**src/rtl/spi_pkg.sv**
```systemverilog
// Shared types and constants for the SPI byte engine and its RX FIFO.
package spi_pkg;

  localparam int SPI_DATA_WIDTH = 8;
  localparam int RX_FIFO_DEPTH  = 4;

  typedef enum logic [1:0] {
    ST_IDLE,
    ST_LOAD,
    ST_SHIFT
  } spi_state_e;

endpackage

```
**src/rtl/spi_rx_fifo.sv**
```systemverilog
// Small synchronous FIFO buffering received SPI words (valid/ready on both sides).
module spi_rx_fifo
  import spi_pkg::*;
#(
  parameter int DATA_WIDTH = SPI_DATA_WIDTH,
  parameter int DEPTH      = RX_FIFO_DEPTH
) (
  input  logic                  clk,
  input  logic                  rst_n,
  input  logic [DATA_WIDTH-1:0] in_data,
  input  logic                  in_valid,
  output logic                  in_ready,
  output logic [DATA_WIDTH-1:0] out_data,
  output logic                  out_valid,
  input  logic                  out_ready
);

  localparam int PW = (DEPTH > 1) ? $clog2(DEPTH) : 1;
  localparam logic [PW:0]   FULL_CNT = (PW + 1)'(DEPTH);
  localparam logic [PW-1:0] LAST_PTR = PW'(DEPTH - 1);

  logic [DATA_WIDTH-1:0] mem [DEPTH];
  logic [PW-1:0]         wr_ptr;
  logic [PW-1:0]         rd_ptr;
  logic [PW:0]           count;
  logic                  push;
  logic                  pop;

  // "Full" means every slot is occupied; a same-cycle pop does not make room.
  assign in_ready  = (count != FULL_CNT);
  assign out_valid = (count != '0);
  assign out_data  = mem[rd_ptr];
  assign push      = in_valid && in_ready;
  assign pop       = out_valid && out_ready;

  function automatic logic [PW-1:0] bump(input logic [PW-1:0] p);
    return (p == LAST_PTR) ? '0 : p + 1'b1;
  endfunction

  always_ff @(posedge clk or negedge rst_n) begin
    if (!rst_n) begin
      for (int i = 0; i < DEPTH; i++) mem[i] <= '0;
      wr_ptr <= '0;
      rd_ptr <= '0;
      count  <= '0;
    end else begin
      if (push) begin
        mem[wr_ptr] <= in_data;
        wr_ptr      <= bump(wr_ptr);
      end
      if (pop) rd_ptr <= bump(rd_ptr);
      if (push && !pop)      count <= count + 1'b1;
      else if (!push && pop) count <= count - 1'b1;
    end
  end

endmodule

```
**src/rtl/spi_byte_engine.sv**
```systemverilog
// SPI mode-0 peripheral byte engine with TX/RX handshakes and overrun detection.
// Define SPI_BYTE_ENGINE_RX_FIFO_EN to buffer received words in a 4-entry FIFO.
module spi_byte_engine
  import spi_pkg::*;
#(
  parameter int                    DATA_WIDTH = SPI_DATA_WIDTH,
  parameter int                    MSB_FIRST  = 1,
  parameter logic [DATA_WIDTH-1:0] IDLE_FILL  = {DATA_WIDTH{1'b1}}
) (
  input  logic                  clk,
  input  logic                  rst_n,
  input  logic                  sck_in,
  input  logic                  sdi_in,
  input  logic                  cs_in,
  output logic                  sdo,
  output logic                  sdo_oe,
  output logic [DATA_WIDTH-1:0] rx_data,
  output logic                  rx_valid,
  input  logic                  rx_ready,
  input  logic [DATA_WIDTH-1:0] tx_data,
  input  logic                  tx_valid,
  output logic                  tx_ready,
  output logic                  overrun,
  input  logic                  overrun_clr
);

  localparam int            CW       = (DATA_WIDTH > 1) ? $clog2(DATA_WIDTH) : 1;
  localparam logic [CW-1:0] LAST_BIT = CW'(DATA_WIDTH - 1);

  spi_state_e            state;
  logic                  sck_q;
  logic                  cs_q;
  logic                  sck_rise;
  logic                  sck_fall;
  logic                  cs_fall;
  logic                  cs_rise;
  logic                  deselect;
  logic [CW-1:0]         bit_cnt;
  logic [DATA_WIDTH-1:0] tx_shift;
  logic [DATA_WIDTH-1:0] rx_shift;
  logic [DATA_WIDTH-1:0] rx_next;
  logic [DATA_WIDTH-1:0] tx_word;
  logic [DATA_WIDTH-1:0] tx_adv;
  logic                  word_done;
  logic                  store_full;

  // cs_q resets low so a reset released with cs already low produces no cs_fall.
  always_ff @(posedge clk or negedge rst_n) begin
    if (!rst_n) begin
      sck_q <= 1'b0;
      cs_q  <= 1'b0;
    end else begin
      sck_q <= sck_in;
      cs_q  <= cs_in;
    end
  end

  assign sck_rise = sck_in && !sck_q;
  assign sck_fall = !sck_in && sck_q;
  assign cs_fall  = !cs_in && cs_q;
  assign cs_rise  = cs_in && !cs_q;
  assign deselect = cs_in || cs_rise;

  assign tx_word   = tx_valid ? tx_data : IDLE_FILL;
  assign tx_adv    = (MSB_FIRST != 0) ? (tx_shift << 1) : (tx_shift >> 1);
  assign rx_next   = (MSB_FIRST != 0) ? {rx_shift[DATA_WIDTH-2:0], sdi_in}
                                      : {sdi_in, rx_shift[DATA_WIDTH-1:1]};
  assign word_done = (state == ST_SHIFT) && !deselect && sck_rise && (bit_cnt == LAST_BIT);

  always_ff @(posedge clk or negedge rst_n) begin
    if (!rst_n) begin
      state    <= ST_IDLE;
      bit_cnt  <= '0;
      tx_shift <= '0;
      rx_shift <= '0;
      sdo      <= 1'b1;
      sdo_oe   <= 1'b0;
      tx_ready <= 1'b0;
    end else begin
      tx_ready <= 1'b0;
      if (deselect) begin
        state    <= ST_IDLE;
        bit_cnt  <= '0;
        rx_shift <= '0;
        sdo      <= 1'b1;
        sdo_oe   <= 1'b0;
      end else begin
        case (state)
          ST_IDLE: begin
            if (cs_fall) begin
              state  <= ST_LOAD;
              sdo_oe <= 1'b1;
            end
          end
          ST_LOAD: begin
            state    <= ST_SHIFT;
            bit_cnt  <= '0;
            tx_shift <= tx_word;
            tx_ready <= tx_valid;
            sdo      <= (MSB_FIRST != 0) ? tx_word[DATA_WIDTH-1] : tx_word[0];
          end
          ST_SHIFT: begin
            if (sck_rise) begin
              rx_shift <= rx_next;
              bit_cnt  <= (bit_cnt == LAST_BIT) ? '0 : bit_cnt + 1'b1;
            end
            // A falling edge with the counter at zero sits on a word boundary.
            if (sck_fall) begin
              if (bit_cnt == '0) begin
                tx_shift <= tx_word;
                tx_ready <= tx_valid;
                sdo      <= (MSB_FIRST != 0) ? tx_word[DATA_WIDTH-1] : tx_word[0];
              end else begin
                tx_shift <= tx_adv;
                sdo      <= (MSB_FIRST != 0) ? tx_adv[DATA_WIDTH-1] : tx_adv[0];
              end
            end
          end
          default: state <= ST_IDLE;
        endcase
      end
    end
  end

`ifdef SPI_BYTE_ENGINE_RX_FIFO_EN
  logic fifo_in_ready;

  spi_rx_fifo #(
    .DATA_WIDTH (DATA_WIDTH),
    .DEPTH      (RX_FIFO_DEPTH)
  ) u_rx_fifo (
    .clk       (clk),
    .rst_n     (rst_n),
    .in_data   (rx_next),
    .in_valid  (word_done),
    .in_ready  (fifo_in_ready),
    .out_data  (rx_data),
    .out_valid (rx_valid),
    .out_ready (rx_ready)
  );

  assign store_full = !fifo_in_ready;
`else
  always_ff @(posedge clk or negedge rst_n) begin
    if (!rst_n) begin
      rx_data  <= '0;
      rx_valid <= 1'b0;
    end else begin
      if (rx_valid && rx_ready) rx_valid <= 1'b0;
      if (word_done && !rx_valid) begin
        rx_data  <= rx_next;
        rx_valid <= 1'b1;
      end
    end
  end

  assign store_full = rx_valid;
`endif

  // A new drop takes priority over a clear in the same cycle.
  always_ff @(posedge clk or negedge rst_n) begin
    if (!rst_n)                        overrun <= 1'b0;
    else if (word_done && store_full)  overrun <= 1'b1;
    else if (overrun_clr)              overrun <= 1'b0;
  end

endmodule

```
**config.mk**
```make
export PLATFORM = sky130hd
export DESIGN_NAME = spi_byte_engine
export DESIGN_NICKNAME = d
export VERILOG_FILES = /design/src/rtl/spi_pkg.sv /design/src/rtl/spi_rx_fifo.sv /design/src/rtl/spi_byte_engine.sv
export SDC_FILE = /design/constraint.sdc
export NUM_CORES = 1
export LEC_CHECK = 0
export CORE_ASPECT_RATIO = 2
export CORE_MARGIN = 4
export CORE_UTILIZATION = 46
export DETAILED_ROUTE_END_ITERATION = 10
export MAX_ROUTING_LAYER = met4
export PLACE_DENSITY = 0.73
export SLEW_MARGIN = 15
export SYNTH_ARGS = -nofsm -noshare
export SYNTH_HDL_FRONTEND = slang
export SYNTH_SLANG_ARGS = --single-unit
```
**constraint.sdc**
```tcl
create_clock -name clk -period 1.49 [get_ports clk]
set_input_delay 0.298 -clock clk [delete_from_list [all_inputs] [get_ports clk]]
set_output_delay 0.298 -clock clk [all_outputs]
set_load 0.005 [all_outputs]
```
==> results_dict.tcl, run 1 <==
set metrics [dict create \
    rows 29 \
    dp.cells 217 \
    grt_pass1_wl_mm 5.34 \
    final-max-slew-violation-count 0 \
    skew_ns 0.00890 \
    ys_seq_elements 34 \
    gp_congestion 0.795 \
    place_ws_ns -0.171 \
    yosys.cell_count.top_type "dfrtp_1" \
    port_buffers 28 \
    fill_cells 219 \
    crit_fanout 6 \
    hpwlAfterDp_mm 2.36 \
    rsz0062_at_grt "true" \
    cts_root_buffer "clkbuf_8" \
    register_area_um2 852 \
    wire_per_inst_um 15.6 \
    ys_warn_count 0 \
    synth_common_cells "dfrtp_1 (33), nand2_1 (22), a21oi_1 (14)" \
    dr.pass1.iters 4 \
    synth.area.mux_share 0.0571 \
    nets 220 \
    synth-compound-area-share 0.106 \
    remaining_drc_errors 0 \
    synth_edf_count 0 \
    grt_use_total 0.157 \
    synth_top_flop_cell "dfrtp_1" \
    relSlewSlack 0.781 \
    cp.arrival_ns 1.72 \
    status "finished, violations left" \
    coreArea_um2 3230 \
    via_per_inst 5.63 \
    synth_nets 173 \
    min_period_ns 1.50 \
    synth_top_area_frac 0.524 \
    clk_pin_slew_ns 0.07 \
    synthCells 150 \
    wirelength_mm 3.57 \
    via_count 1290 \
    cts-htree-levels 2 \
    hold_class "primary input to asynchronous set/reset pin" \
    io_pins 29 \
    insertion_delay_ns 0.28 \
    utilization 0.709 \
    grt_overflow 0 \
    antenna_found_initial 0 \
    drt_iter0_markers 7 \
    multiInputGateArea_um2 855 \
    finalCritPeriodShare 1.01 \
    grt_max_degree 35 \
    power_density_nw_per_um2 981 \
    antenna_cells 0 \
    ys_seq_area_frac 0.540 \
    die_w_um 49.4 \
    stdcell_count 229 \
    worstPathRequired_ns 1.71 \
    whs_ns 0.387 \
    violations "negative setup slack" \
    chipHeight_um 90.8 \
    setup_ws_ns -0.0139 \
    grt_pass1_vias 1262 \
    cts_buffer_depth 2 \
    cts_tree "done" \
    finalHoldViolCount 0 \
    yosys.area_share.simple 0.196 \
    avgSynthCellArea_um2 10.5 \
    critPathLaunchType "flip-flop" \
    cp-end-kind "flip-flop" \
    initial_core_util 0.488 \
    worst_slew_pin_slew_ns 0.327 \
    setup-violations-final 1 \
    synth.distinct_cells 31 \
    regToRegSetupSlack_ns -0.01 \
    synth_xor_area_frac 0 \
    numCtsBuffers 5 \
    design.die.area_um2 4480 \
    p_total_uw 2240 \
    ant_nets 0 \
    syn_to_final_growth_pct 45.2 \
    cap_violations 0 \
    p_leak_uw 0.000978 \
    synthesis.area_um2 1580 \
    fmax_ghz 0.665 \
    ir_drop_uv 629 \
    critPathKind "flip-flop to flip-flop" \
    synth_top_family_by_area "simple AND/OR/NAND/NOR gates" \
    synth_top_cell_by_area "dfrtp_1" \
    cts_num_sinks 34 \
    async_flop_share 1.00 \
    synthAdderAreaFrac 0.0556 \
    synthTopCellsByArea "dfrtp_1 (52%), mux2_2 (5.7%), ha_1 (5.6%)" \
    drive_gt1_frac 0.323 \
]
==> metal layers <==
layer / GRT usage / vias up / wire [um]
li1: - / 612 / -
met1: 0.141 / 642 / 1290
met2: 0.298 / 30 / 2090
met3: 0.0347 / 6 / 126
met4: 0.0693 / 0 / 63
met5: - / - / 0
==> layout make-up <==
cell class,instances,share of cell area
Multi-Input combinational cell,102,0.373
Sequential cell,34,0.372
Timing Repair Buffer,45,0.186
Clock buffer,6,0.0317
Tap cell,31,0.0169
Inverter,9,0.0148
Clock inverter,2,0.00437
==> path summary, 6_finish.rpt <==
| check | from | end | depth (start not counted) |
|---|---|---|---|
| max reg2reg | state[1]$_DFFE_PN0P_ | bit_cnt[2]$_DFFE_PN0P_ | 5 |
| min | rst_n | rx_data[2]$_DFFE_PN0P_ | 2 |
| max | state[1]$_DFFE_PN0P_ | bit_cnt[2]$_DFFE_PN0P_ | 5 |
| min reg2reg | sdo_oe$_DFFE_PN0P_ | sdo_oe$_DFFE_PN0P_ | 2 |
| min in group clk | sdo_oe$_DFFE_PN0P_ | sdo_oe$_DFFE_PN0P_ | 2 |
| max in group asynchronous | rst_n | sdo$_DFFE_PN1P_ | 2 |
==> state kept, by name, summed over array words and instances, names as in the netlist, 2 cells and up <==
register  count
bit_cnt       3
rx_data       8
rx_shift      7
tx_shift      7
state         2
==> worst max-delay path, cell delays in order (launching register included) <==
cell and delay [ns]:
dfrtp_1 0.42, ha_4 0.19, and3b_4 0.22, buf_6 0.13, or3_4 0.36, a21oi_2 0.12
==> through the flow <==
step | TNS [ns] | area, um2
finish | -0.0139 | 2290
global placement | -1.98 | 1980
floorplan | -0.444 | 1580
global route | -0.440 | 2290
detailed placement | -2.79 | 1980
CTS | -0.389 | 2070
==> power by group <==
| group | internal, uW | switching [uW] | total (uW) |
|---|---|---|---|
| clock | 323 | 319 | 642 |
| combinational | 257 | 237 | 494 |
| sequential | 1040 | 70.4 | 1110 |
==> timing repair <==
item | in CTS | in global routing
setup endpoints to repair | 16 | 28
resized for setup | 3 | 39
gates cloned | 0 | 2
pin swaps | 2 | 3
hold buffers | 0 | 0
buffers inserted | 1 | 1
==> cells in the final DEF, fill, tap and decap left out, types with 2 or more instances in the layout <==
cell	Yosys	layout
inv_1	7	5
clkdlybuf4s50_1	0	27
a21oi_1	14	11
a21oi_2	0	3
buf_4	1	14
nor3b_1	8	2
clkbuf_8	0	5
clkinv_2	0	2
nor2_1	13	13
nand4b_1	2	2
ha_1	7	4
dfrtp_1	33	33
nor3b_2	0	6
o31ai_4	0	6
a31oi_1	2	2
o21ai_0	4	3
inv_2	1	3
mux2_2	8	8
ha_4	0	2
nand4b_4	1	2
nand2_2	0	2
buf_6	1	2
nand2_1	22	20
==> cell families (layout without fill, tap and decap cells) <==
logic type | count (synthesis) | in the layout
compound gates | 29 | 29
fa+ha+maj | 7 | 7
buf+inv | 15 | 62
flops | 34 | 34
mux | 8 | 8
simple gates | 57 | 58
(Power assumes the default switching activity.)
==> inputs of run 2 (changes only) <==
GPL_TIMING_DRIVEN = 0   (was unset)
==> results_dict.tcl, run 2 (same netlist as run 1, synthesis figures left out) <==
set metrics [dict create \
    status "finished, violations left" \
    violations "negative setup slack" \
    insertion_delay_ns 0.29 \
    design.die.area_um2 4480 \
    die_w_um 49.4 \
    setup-violations-final 12 \
    crit_fanout 6 \
    skew_ns 0.00744 \
    cts_buffer_depth 2 \
    port_buffers 28 \
    initial_core_util 0.488 \
    via_per_inst 5.70 \
    drt_iter0_markers 33 \
    setup_ws_ns -0.0665 \
    syn_to_final_growth_pct 49.0 \
    via_count 1327 \
    wire_per_inst_um 17.3 \
    grt_max_degree 35 \
    finalHoldViolCount 0 \
    ant_nets 0 \
    critPathKind "flip-flop to flip-flop" \
    cap_violations 0 \
    worst_slew_pin_slew_ns 0.755 \
    finalCritPeriodShare 1.04 \
    cp-end-kind "flip-flop" \
    fin_setup_tns_ns -0.362 \
    p_leak_uw 0.00104 \
    grt_use_total 0.179 \
    cts-htree-levels 2 \
    cp.arrival_ns 1.75 \
    cts_tree "done" \
    grt_pass1_wl_mm 6.11 \
    final-max-slew-violation-count 0 \
    remaining_drc_errors 0 \
    antenna_found_initial 0 \
    largest_reg_flops 8 \
    grt_pass1_vias 1375 \
    clk_pin_slew_ns 0.07 \
    dp.cells 209 \
    nets 224 \
    drive_gt1_frac 0.351 \
    power_density_nw_per_um2 977 \
    hold_class "primary input to asynchronous set/reset pin" \
    io_pins 29 \
    place_ws_ns -0.468 \
    critPathLaunchType "flip-flop" \
    min_period_ns 1.56 \
    top_regs "rx_data (8), rx_shift (7), tx_shift (7)" \
    coreArea_um2 3230 \
    relSlewSlack 0.496 \
    max_flop_register "rx_data" \
    gp_congestion 0.761 \
    grt_overflow 0 \
    layout_commonest_cell "dfrtp_1" \
    cts_root_buffer "clkbuf_8" \
    antenna_cells 0 \
    fill_cells 238 \
    numCtsBuffers 5 \
    rsz0062_at_grt "true" \
    wirelength_mm 4.03 \
    dr.pass1.iters 4 \
    worstPathRequired_ns 1.69 \
    fmax_ghz 0.642 \
    hpwlAfterDp_mm 2.41 \
    cts_num_sinks 34 \
    stdcell_count 233 \
    chipHeight_um 90.8 \
    rows 29 \
    ir_drop_uv 911 \
    final_cell_mix "dfrtp_1 (32), clkdlybuf4s50_1 (23), nand2_1 (18)" \
]
==> run 2: cell count changes in the layout (fill, tap and decap cells not counted), moves of 4 or more <==
cell             previous run  this run
clkdlybuf4s50_1            27        23
nor2_1                     13         9
nor3b_2                     6         1
buf_6                       2         6
o31ai_4                     6         1
o31ai_2                     0         4
==> run 2: critical path, stage by stage, from the launching register on <==
cell,delay (ns)
dfrtp_1,0.36
inv_2,0.06
buf_4,0.14
ha_4,0.25
nor2b_4,0.16
o21ai_4,0.11
buf_6,0.16
o31ai_2,0.23
==> run 2: repair_timing <==
item                       CTS  global route
gates cloned                 1             1
resized for setup           19            40
buffers inserted            12             4
setup endpoints to repair   31            31
pin swaps                    6            11
hold buffers                 0             0
==> run 2: metrics by stage <==
| stage | power, uW | hold WS [ns] | util | area [um2] |
|---|---|---|---|---|
| floorplan | 1270 | 0.00241 | - | 1580 |
| global route | 2390 | 0.138 | 0.727 | 2350 |
| detailed placement | 1400 | 0.406 | 0.587 | 1890 |
| CTS | 2170 | 0.0948 | 0.668 | 2160 |
| global placement | 1390 | 0.465 | 0.588 | 1900 |
| finish | 2300 | 0.0740 | 0.727 | 2350 |
==> run 2: final timing paths <==
check	depth (start not counted)	slack, ns	endpoint	start
setup / recovery	7	-0.07	tx_shift[6]$_DFFE_PN0P_	state[0]$_DFFE_PN0P_
max in group asynchronous	1	0.89	bit_cnt[0]$_DFFE_PN0P_	rst_n
hold / removal	1	0.07	rx_data[0]$_DFFE_PN0P_	rst_n
min in group clk	1	0.39	cs_q$_DFF_PN0_	cs_in
hold reg to reg	1	0.50	rx_data[1]$_DFFE_PN0P_	rx_data[1]$_DFFE_PN0P_
setup reg to reg	7	-0.07	tx_shift[6]$_DFFE_PN0P_	state[0]$_DFFE_PN0P_
==> run 2: layer usage <==
metal / up-vias / GRT usage / part of all wire
met4: 0 / 0.0808 / 0.018
met5: - / - / 0
met3: 7 / 0.0364 / 0.039
met2: 37 / 0.332 / 0.58
met1: 664 / 0.172 / 0.36
li1: 619 / - / -
==> run 2: cell type report <==
class                   count  area (um2)  share of cell area
plain buffers               4        32.5              0.0139
clock buffers               6        82.6              0.0352
clock inverters             2        12.5             0.00533
inverters                   9        38.8              0.0165
multi-input cells         102         866               0.369
flip-flops and latches     34         853               0.363
well taps                  31        38.8              0.0165
repair buffers             45         424               0.181
==> run 2: report_power, final <==
group          internal (uW)  switching (uW)
logic                    227             216
clock network            371             343
registers               1040             101
total                   1640             660
